[config.mk]
export PLATFORM = sky130hd
export DESIGN_NAME = rx_frame_parser
export DESIGN_NICKNAME = d
export VERILOG_FILES = /design/src/rtl/rx_pkg.sv /design/src/rtl/fifo_pop_ctrl.sv /design/src/rtl/rx_frame_parser.sv
export SDC_FILE = /design/constraint.sdc
export NUM_CORES = 1
export LEC_CHECK = 0
export CORE_UTILIZATION = 39
export CTS_CLUSTER_DIAMETER = 50
export DETAILED_ROUTE_END_ITERATION = 8
export MAX_ROUTING_LAYER = met4
export SLEW_MARGIN = 20
export SYNTH_ARGS = -nofsm -noshare
export SYNTH_HDL_FRONTEND = slang
export SYNTH_SLANG_ARGS = --single-unit
[constraint.sdc]
create_clock -name inClock -period 2.5 [get_ports inClock]
set_input_delay 0.5 -clock inClock [delete_from_list [all_inputs] [get_ports inClock]]
set_output_delay 0.5 -clock inClock [all_outputs]
set_load 0.01 [all_outputs]
[src/rtl/rx_pkg.sv]
`default_nettype none
//============================================================================
// Module : rx_pkg
// Brief  : Shared types and constants for the ZigBee receive frame parser.
// Rev    : 1.0  initial release
//============================================================================
package rx_pkg;

  // Parser states: preamble/SFD hunt, length byte, payload streaming.
  typedef enum logic [1:0] {
    HUNT_PRE = 2'd0,
    PHR      = 2'd1,
    PAYLOAD  = 2'd2
  } rx_state_e;

  localparam logic [7:0] SFD_VALUE = 8'hA7;
  localparam int         MAX_PSDU  = 127;
  // Seven bits are enough to hold any legal PSDU length.
  localparam int         PHR_LEN_W = $clog2(MAX_PSDU + 1);

endpackage
`default_nettype wire

[src/rtl/fifo_pop_ctrl.sv]
`default_nettype none
//============================================================================
// Module : fifo_pop_ctrl
// Brief  : Single-outstanding FIFO pop handshake plus in-frame stall timer.
//          A read issued in cycle N is sampled in cycle N+1; the stall timer
//          counts empty cycles with nothing in flight while enabled.
// Rev    : 1.0  initial release
//============================================================================
module fifo_pop_ctrl #(
  parameter int DATA_WIDTH     = 8,
  parameter int TIMEOUT_CYCLES = 1024
) (
  input  logic                  clk_i,
  input  logic                  rst_i,
  input  logic [DATA_WIDTH-1:0] fifo_data_i,
  input  logic                  fifo_empty_i,
  input  logic                  timer_en_i,
  output logic                  read_en_o,
  output logic                  sample_valid_o,
  output logic [DATA_WIDTH-1:0] sample_data_o,
  output logic                  timeout_o
);

  localparam int                   STALL_W    = $clog2(TIMEOUT_CYCLES);
  localparam logic [STALL_W-1:0]   STALL_LAST = STALL_W'(TIMEOUT_CYCLES - 1);

  logic               pending_q;
  logic [STALL_W-1:0] stall_q;
  logic [STALL_W-1:0] stall_d;

  // A pop is only requested when nothing is in flight, which also keeps a
  // new read out of the cycle in which the previous one is sampled.
  assign read_en_o      = !fifo_empty_i && !pending_q;
  assign sample_valid_o = pending_q;
  assign sample_data_o  = fifo_data_i;
  assign timeout_o      = timer_en_i && (stall_q == STALL_LAST);

  // Stall counter next state: cleared outside frames and on every sample.
  always_comb begin
    stall_d = stall_q;
    if (!timer_en_i || pending_q) begin
      stall_d = '0;
    end else if (fifo_empty_i && (stall_q != STALL_LAST)) begin
      stall_d = stall_q + 1'b1;
    end
  end

  // Pending flag and stall counter registers.
  always_ff @(posedge clk_i) begin
    if (rst_i) begin
      pending_q <= 1'b0;
      stall_q   <= '0;
    end else begin
      pending_q <= read_en_o;
      stall_q   <= stall_d;
    end
  end

endmodule
`default_nettype wire

[src/rtl/rx_frame_parser.sv]
`default_nettype none
//============================================================================
// Module : rx_frame_parser
// Brief  : Pops bytes from outFIFO, locks onto preamble + SFD, reads the PHR
//          length and streams the PSDU with start/end strobes and errors.
// Rev    : 1.0  initial release
//============================================================================
module rx_frame_parser #(
  parameter int                    DATA_WIDTH     = 8,
  parameter int                    PREAMBLE_BYTES = 4,
  parameter logic [DATA_WIDTH-1:0] SFD_VALUE      = DATA_WIDTH'(rx_pkg::SFD_VALUE),
  parameter int                    TIMEOUT_CYCLES = 1024
) (
  input  logic                  inClock,
  input  logic                  inReset,
  input  logic [DATA_WIDTH-1:0] inFifoData,
  input  logic                  inFifoEmpty,
  output logic                  outFifoReadEnable,
  output logic [DATA_WIDTH-1:0] outByte,
  output logic                  outByteValid,
  output logic                  outFrameStart,
  output logic                  outFrameEnd,
  output logic [6:0]            outLength,
  output logic                  outLengthError,
  output logic                  outTimeoutError,
  output logic                  outBusy
);

  import rx_pkg::*;

  localparam int                 PRE_W   = $clog2(PREAMBLE_BYTES + 1);
  localparam logic [PRE_W-1:0]   PRE_MAX = PRE_W'(PREAMBLE_BYTES);

  rx_state_e              state_q, state_d;
  logic [PRE_W-1:0]       pre_cnt_q, pre_cnt_d;
  logic [PHR_LEN_W-1:0]   remaining_q, remaining_d;
  logic [PHR_LEN_W-1:0]   len_q, len_d;
  logic [DATA_WIDTH-1:0]  byte_q, byte_d;
  logic                   byte_valid_q, byte_valid_d;
  logic                   start_q, start_d;
  logic                   end_q, end_d;
  logic                   len_err_q, len_err_d;
  logic                   tmo_q, tmo_d;

  logic                   sample_valid;
  logic [DATA_WIDTH-1:0]  sample_data;
  logic                   timeout;
  logic                   timer_en;

  assign timer_en = (state_q != HUNT_PRE);

  fifo_pop_ctrl #(
    .DATA_WIDTH     (DATA_WIDTH),
    .TIMEOUT_CYCLES (TIMEOUT_CYCLES)
  ) u_pop (
    .clk_i          (inClock),
    .rst_i          (inReset),
    .fifo_data_i    (inFifoData),
    .fifo_empty_i   (inFifoEmpty),
    .timer_en_i     (timer_en),
    .read_en_o      (outFifoReadEnable),
    .sample_valid_o (sample_valid),
    .sample_data_o  (sample_data),
    .timeout_o      (timeout)
  );

  // Next-state and registered-output decode for the parser FSM.
  always_comb begin
    state_d      = state_q;
    pre_cnt_d    = pre_cnt_q;
    remaining_d  = remaining_q;
    len_d        = len_q;
    byte_d       = byte_q;
    byte_valid_d = 1'b0;
    start_d      = 1'b0;
    end_d        = 1'b0;
    len_err_d    = 1'b0;
    tmo_d        = 1'b0;
    case (state_q)
      HUNT_PRE: begin
        if (sample_valid) begin
          if (sample_data == '0) begin
            // Long preambles are fine: the count just saturates.
            if (pre_cnt_q != PRE_MAX) begin
              pre_cnt_d = pre_cnt_q + 1'b1;
            end
          end else if ((sample_data == SFD_VALUE) && (pre_cnt_q == PRE_MAX)) begin
            pre_cnt_d = '0;
            state_d   = PHR;
          end else begin
            pre_cnt_d = '0;
          end
        end
      end
      PHR: begin
        if (timeout) begin
          tmo_d   = 1'b1;
          state_d = HUNT_PRE;
        end else if (sample_valid) begin
          // Bit 7 of the PHR is reserved and dropped here.
          len_d = sample_data[PHR_LEN_W-1:0];
          if (sample_data[PHR_LEN_W-1:0] == '0) begin
            len_err_d = 1'b1;
            state_d   = HUNT_PRE;
          end else begin
            remaining_d = sample_data[PHR_LEN_W-1:0];
            state_d     = PAYLOAD;
          end
        end
      end
      PAYLOAD: begin
        if (timeout) begin
          tmo_d   = 1'b1;
          state_d = HUNT_PRE;
        end else if (sample_valid) begin
          byte_d       = sample_data;
          byte_valid_d = 1'b1;
          start_d      = (remaining_q == len_q);
          remaining_d  = remaining_q - 1'b1;
          if (remaining_q == PHR_LEN_W'(1)) begin
            end_d     = 1'b1;
            pre_cnt_d = '0;
            state_d   = HUNT_PRE;
          end
        end
      end
      default: begin
        state_d   = HUNT_PRE;
        pre_cnt_d = '0;
      end
    endcase
  end

  // State, counters and output registers.
  always_ff @(posedge inClock) begin
    if (inReset) begin
      state_q      <= HUNT_PRE;
      pre_cnt_q    <= '0;
      remaining_q  <= '0;
      len_q        <= '0;
      byte_q       <= '0;
      byte_valid_q <= 1'b0;
      start_q      <= 1'b0;
      end_q        <= 1'b0;
      len_err_q    <= 1'b0;
      tmo_q        <= 1'b0;
    end else begin
      state_q      <= state_d;
      pre_cnt_q    <= pre_cnt_d;
      remaining_q  <= remaining_d;
      len_q        <= len_d;
      byte_q       <= byte_d;
      byte_valid_q <= byte_valid_d;
      start_q      <= start_d;
      end_q        <= end_d;
      len_err_q    <= len_err_d;
      tmo_q        <= tmo_d;
    end
  end

  assign outByte         = byte_q;
  assign outByteValid    = byte_valid_q;
  assign outFrameStart   = start_q;
  assign outFrameEnd     = end_q;
  assign outLength       = len_q;
  assign outLengthError  = len_err_q;
  assign outTimeoutError = tmo_q;
  assign outBusy         = (state_q == PHR) || (state_q == PAYLOAD);

endmodule
`default_nettype wire

Word level (Yosys, flattened, before mapping)
Index checks and enable logic that the tools add are counted.
- output and inout bits: 22
- bits in registers: 43
- bits of input ports: 11
- logic and storage cells: 94
- add/subtract/negate cells: 3
- bitwise operators: 5
- eq/ne operators: 22
- reduce and logical (&&, ||, !) cells: 25
- multiplexer cells: 27
- operators by type and width (operator ; number):
    7-bit 2-to-1 mux ; 5
    2-bit 2-to-1 mux ; 9
    3-bit 2-to-1 mux ; 6
    6-bit AND reduction ; 3
    7-bit one-hot mux with 2 select lines ; 1
    2-bit != test (second input constant) ; 6
    10-bit by 1-bit adder with 10-bit output (second input constant) ; 1
    10-bit == test (second input constant) ; 1
    10-bit != test (second input constant) ; 1
    3-bit != test (second input constant) ; 3
    3-bit one-hot mux with 3 select lines ; 1
    8-bit == test (second input constant) ; 1
    8-bit zero test ; 1
    4-bit OR reduction ; 2
    7-bit by 1-bit == test with 1-bit output (second input constant) ; 1
    7-bit == test ; 1
    7-bit zero test ; 1
    7-bit by 1-bit subtractor with 7-bit output (second input constant) ; 1
    2-bit by 1-bit != test with 1-bit output (second input constant) ; 3
    3-bit by 2-bit != test with 1-bit output (second input constant) ; 2
    2-bit one-hot mux with 3 select lines ; 1
    3-bit AND reduction ; 2
    2-bit OR reduction ; 3
    1-bit inverter ; 5
    other kinds (11) ; 21

Longest topological paths before layout
- depth in word-level cells: 6
- depth in mapped cells: 9
- mapped depth without buffers: 7

Hierarchy
Synthesis repeated with hierarchy kept, for this count alone.
- cell total of the unflattened synthesis: 261
- area total of the unflattened synthesis: 2268.4 sq um
- modules (own cells, without submodules) (module ; area an instance (sq um) ; times used ; cells each):
    rx_frame_parser ; 1604.0 ; 1 ; 183
    fifo_pop_ctrl ; 664.4 ; 1 ; 78

Least setup slack after synthesis
Ideal clock, no wire load.
- path kind: register -> register
- from: register state_q[0]
- to: register state_q[0]
- data arrival time: 1674 ps
- path slack: 755 ps
- stages on the path, launching flop included: 9
- clock period less this slack: 1745 ps
- buffers on the path: 1
- cells stage by stage: dfxtp_1 > inv_1 > ha_1 > buf_2 > clkinv_1 > a32o_1 > a211oi_2 > o21a_1 > mux2i_1
- word-level cells in the longest chain between the ends: 4
- elaborated cells between the ends (all ways): 15
- ends and longest elaborated chain (element ; line ; source):
    from (decl) ; rx_frame_parser.sv:34 ; rx_state_e state_q, state_d;
    from (signal assigned) ; rx_frame_parser.sv:148 ; state_q <= state_d;
    2-bit nonzero test ; rx_frame_parser.sv:50 ; assign timer_en = (state_q != HUNT_PRE);
    1-bit logical AND ; fifo_pop_ctrl.sv:36 ; assign timeout_o = timer_en_i && (stall_q == STALL_LAST);
    3-bit by 2-bit != test with 1-bit output (no line) (tied with other cells) ; n/a ;
    6-bit AND reduction (no line) / 2-bit one-hot mux with 3 select lines (equally long branches) ; n/a ;
Parallel ways exist; a longest one is shown, timed or not.
A chain may end at the register's enable or synchronous reset.

Worst setup path in the final report
- from: input inFifoData[6]
- to: register state_q[0]
- word-level cells in the longest chain between the ends: 4
- elaborated cells between the ends (all ways): 6
- ends and longest elaborated chain (element ; line ; source):
    from (decl) ; rx_frame_parser.sv:16 ; input logic [DATA_WIDTH-1:0] inFifoData,
    8-bit == test ; rx_frame_parser.sv:87 ; end else if ((sample_data == SFD_VALUE) && (pre_cnt_q == PRE_MAX)) begin
    1-bit logical AND ; rx_frame_parser.sv:87 ;
    2-bit != test (no line) ; n/a ;
    6-bit AND reduction (no line) (*) ; n/a ;
Every way passes the cells marked *; elsewhere a longest branch is shown, timed or not.

==> flow_summary_export.csv <==
group,metric,value,unit
pwr,cellPowerDensity,500,nW/um2
critical_path,arrival,2.41,ns
synthesis,synth.largest_area_cell,"dfxtp_1",
critical_path,crit_buf_inv,1,
sta,clock.fmax,458,MHz
drt,drtAntennaViolNets,0,
synthesis,synth_compound_area_share,11.9,%
synthesis,synth_warnings,0,
pwr,seq_power_share,49.2,%
synthesis,synthXorXnorAreaFrac,5.83,%
global_route,grt-ovfl-total,0,
synthesis,ys_seq_area_share,38.2,%
global_route,antenna_found_initial,0,
synthesis,async_reset_ff_share,0,%
synthesis,synthTopCellsByArea,"dfxtp_1, mux2i_1, nor2_1, ha_1, xnor2_1",
sta,hold_viol,0,
clocking,cts_buffers,5,
run,drv_cap,0,
clocking,clk_latency,0.30,ns
floorplanning,start_util,40.7,%
floorplanning,rows,27,
global_route,grt_max_degree,20,
global_route,track_usage,19.3,%
sta,rsz0062_at_grt,"false",
sta,timing.final.crit_period,2.18,ns
clocking,clkTransAtPathRegs,0.08,ns
sta,finalSetupTns,0,ns
critical_path,critPathMaxStageDelay,0.47,ns
clocking,cts_tree,"done",
floorplanning,die_w,78.0,um
finish,drive_above_1_share,12.3,%
clocking,htreeDepth,2,
synthesis,synth-main-ff-cell,"dfxtp_1",
pwr,pwr-share-comb,4.6,%
drt,num_vias,1814,
drt,first_iter_violations,66,
critical_path,worstPathRequired,2.73,ns
synthesis,ys_seq_elements,43,
pwr,swShare,20.3,%
finish,area_delta_synth_final,24.2,%
synthesis,synthSimpleGateAreaFrac,25.7,%
clocking,hold_buffers,0,
sta,fin_crit_sh,87.3,%
sta,finClkSkew,0.00596,ns
clocking,clockRootBuffer,"clkbuf_8",
synthesis,synth-edff-count,0,
synthesis,syn_inst,245,
critical_path,cp-end-kind,"flip-flop",
synthesis,synth_top_area_share,38.2,%
drt,vias_per_cell,5.10,
drt,post-route-drc-count,0,
synthesis,netlist_area,2250,um2
synthesis,yosysUniqueCellTypes,55,
synthesis,muxShareOfSynthArea,8.00,%
floorplanning,die-area,6080,um2
clocking,clockBufferDepth,2,
pwr,p_int,1110,uW
synthesis,syn_avg_cell_area,9.19,um2
finish,n_antenna_cell,0,
hold_path,hold_path_class,"reg -> reg",
critical_path,crit_type,"in -> reg",
critical_path,critPathSlowestCell,"clkdlybuf4s50_1",
critical_path,cp_max_fo,5,
drt,wirelength,5060,um
sta,slew_violations,0,
pwr,p_leak,0.00117,uW
sta,slew_headroom,59.5,%
pwr,p_switching,283,uW
placed_design,gp_congestion,0.781,
outcome,outcome,"finished, final reports clean",
synthesis,synthesis.nets,265,
critical_path,path_cells,"clkdlybuf4s50_1 -> nor3_1 -> nand4b_1 -> a211oi_2 -> o21a_1 -> mux2i_1",
clocking,tritoncts_num_sinks,43,
drt,drt-wirelength-per-cell,14.2,um
clocking,postCtsSetupRepairBufs,0,
synthesis,synth_adder_area_share,5.00,%
placed_design,place_hpwl,3680,um
critical_path,cpLargestDelayFamily,"simple AND/OR/NAND/NOR gates",
global_route,grt_pass1_vias,1775,
floorplanning,pin_count,33,
finish,postLayoutCoreUtil,50.5,%
placed_design,numPortBuffers,32,
sta,setup_viol,0,
global_route,grt_pass1_wl,8750,um
floorplanning,core,5540,um2
synthesis,synth_top_family_by_area,"simple AND/OR/NAND/NOR gates",
critical_path,critPathLaunchType,"input pin",
pwr,ir_drop,0.000373,V
pwr,p_clk_share,46.2,%
floorplanning,die_height,78.0,um
pwr,finalPower,1400,uW
sta,tightest_slew,0.604,ns
drt,first_pass_iters,4,
finish,num-nets-final,303,
clocking,cts_resized,0,
[stage by stage]
| stage | hold WS (ns) | cells | setup WS [ns] | area (um2) |
|---|---|---|---|---|
| detailed placement | 0.494 | 348 | 0.0646 | 2660 |
| floorplan | 0.455 | 245 | 0.755 | 2250 |
| global route | 0.515 | 356 | 0.233 | 2800 |
| finish | 0.500 | 356 | 0.318 | 2800 |
| global placement | 0.472 | 348 | 0.160 | 2660 |
| CTS | 0.508 | 356 | 0.355 | 2800 |
[cell usage after synthesis, types with 2 or more instances]
cell / n
mux2i_1: 18
nor2_1: 35
a31oi_1: 3
clkbuf_1: 6
nand4_4: 2
a21o_1: 2
o21a_1: 2
nand3_1: 4
and3_1: 3
ha_1: 9
nor4_1: 4
xnor2_1: 10
nor3b_1: 2
nand2_1: 16
dfxtp_1: 43
o32ai_1: 2
nand4b_1: 2
buf_6: 2
a21oi_1: 12
or3_1: 3
o21ai_1: 2
nand3b_1: 2
xor2_1: 5
nand4_1: 4
nor3_1: 7
and3_2: 2
and2_1: 2
inv_1: 10
o21ai_0: 5
[layer usage]
metal / wire length (um) / part of all wire [%] / GRT usage, %
met1: 2510 / 50 / 24.5
met2: 2370 / 47 / 30.4
met3: 143 / 2.8 / 4.24
met4: 35 / 0.69 / 6.11
met5: 0 / 0 / -
[power groups by stage]
stage	combinational, uW	sequential (uW)	clock (uW)
after floorplan	27.5	702	0
after global placement	65.1	704	0
after detailed placement	64.2	704	0
after CTS	64.8	688	666
after global routing	70.7	689	707
final	64.5	688	646
[kinds of logic after synthesis]
kind of cell               Yosys count
buffers and inverters               22
AOI/OAI and AO/OA                   39
xor gates and xnor gates            15
muxes                               18
and+or+nand+nor                     99
DFF                                 43
adders and majority gates            9
[registers in the layout, indices dropped and copies added (netlist names)]
name	flops
outByte	8
outByteValid	1
outFrameEnd	1
outFrameStart	1
outLength	7
outLengthError	1
outTimeoutError	1
pre_cnt_q	3
remaining_q	7
state_q	2
u_pop.sample_valid_o	1
u_pop.stall_q	10
[tightest hold or removal path: cells and delay by family, from the launching register on]
family,cells,cell delay (ns)
flip-flops,1,0.33
multiplexers,1,0.06
AND/OR/NAND/NOR,1,0.06
[worst paths after layout]
| check | from | to | slack, ns | cells after the start |
|---|---|---|---|---|
| setup / recovery | inFifoData[6] | state_q[0]$_SDFFE_PP0P_ | 0.32 | 6 |
| hold reg to reg | state_q[0]$_SDFFE_PP0P_ | state_q[0]$_SDFFE_PP0P_ | 0.50 | 2 |
| setup reg to reg | state_q[0]$_SDFFE_PP0P_ | remaining_q[0]$_SDFFE_PP0P_ | 0.44 | 7 |
| hold / removal | state_q[0]$_SDFFE_PP0P_ | state_q[0]$_SDFFE_PP0P_ | 0.50 | 2 |
[layout make-up]
class,count,area (um2)
well taps,72,90.1
flip-flops and latches,43,861
multi-input cells,180,1270
fillers,563,2740
repair buffers,42,395
clock inverters,3,67.6
clock buffers,5,68.8
inverters,11,41.3
[cells in the final DEF (no fill, tap or decap), types with 2 or more instances in the layout]
cell,count
dfxtp_1,43
nor2_1,35
clkdlybuf4s50_1,32
mux2i_1,18
nand2_1,16
a21oi_1,12
inv_1,10
xnor2_1,10
buf_4,10
ha_1,9
nor3_1,7
o21ai_0,5
xor2_1,5
clkbuf_8,5
nand3_1,4
nand4_1,4
nor4_1,4
a31oi_1,3
or3_1,3
and3_1,3
nand4_4,2
o21ai_1,2
nand4b_1,2
and2_1,2
o21a_1,2
nand3b_1,2
nor3b_1,2
and3_2,2
o32ai_1,2
a21o_1,2
bufinv_16,2
(Power assumes the default switching activity.)
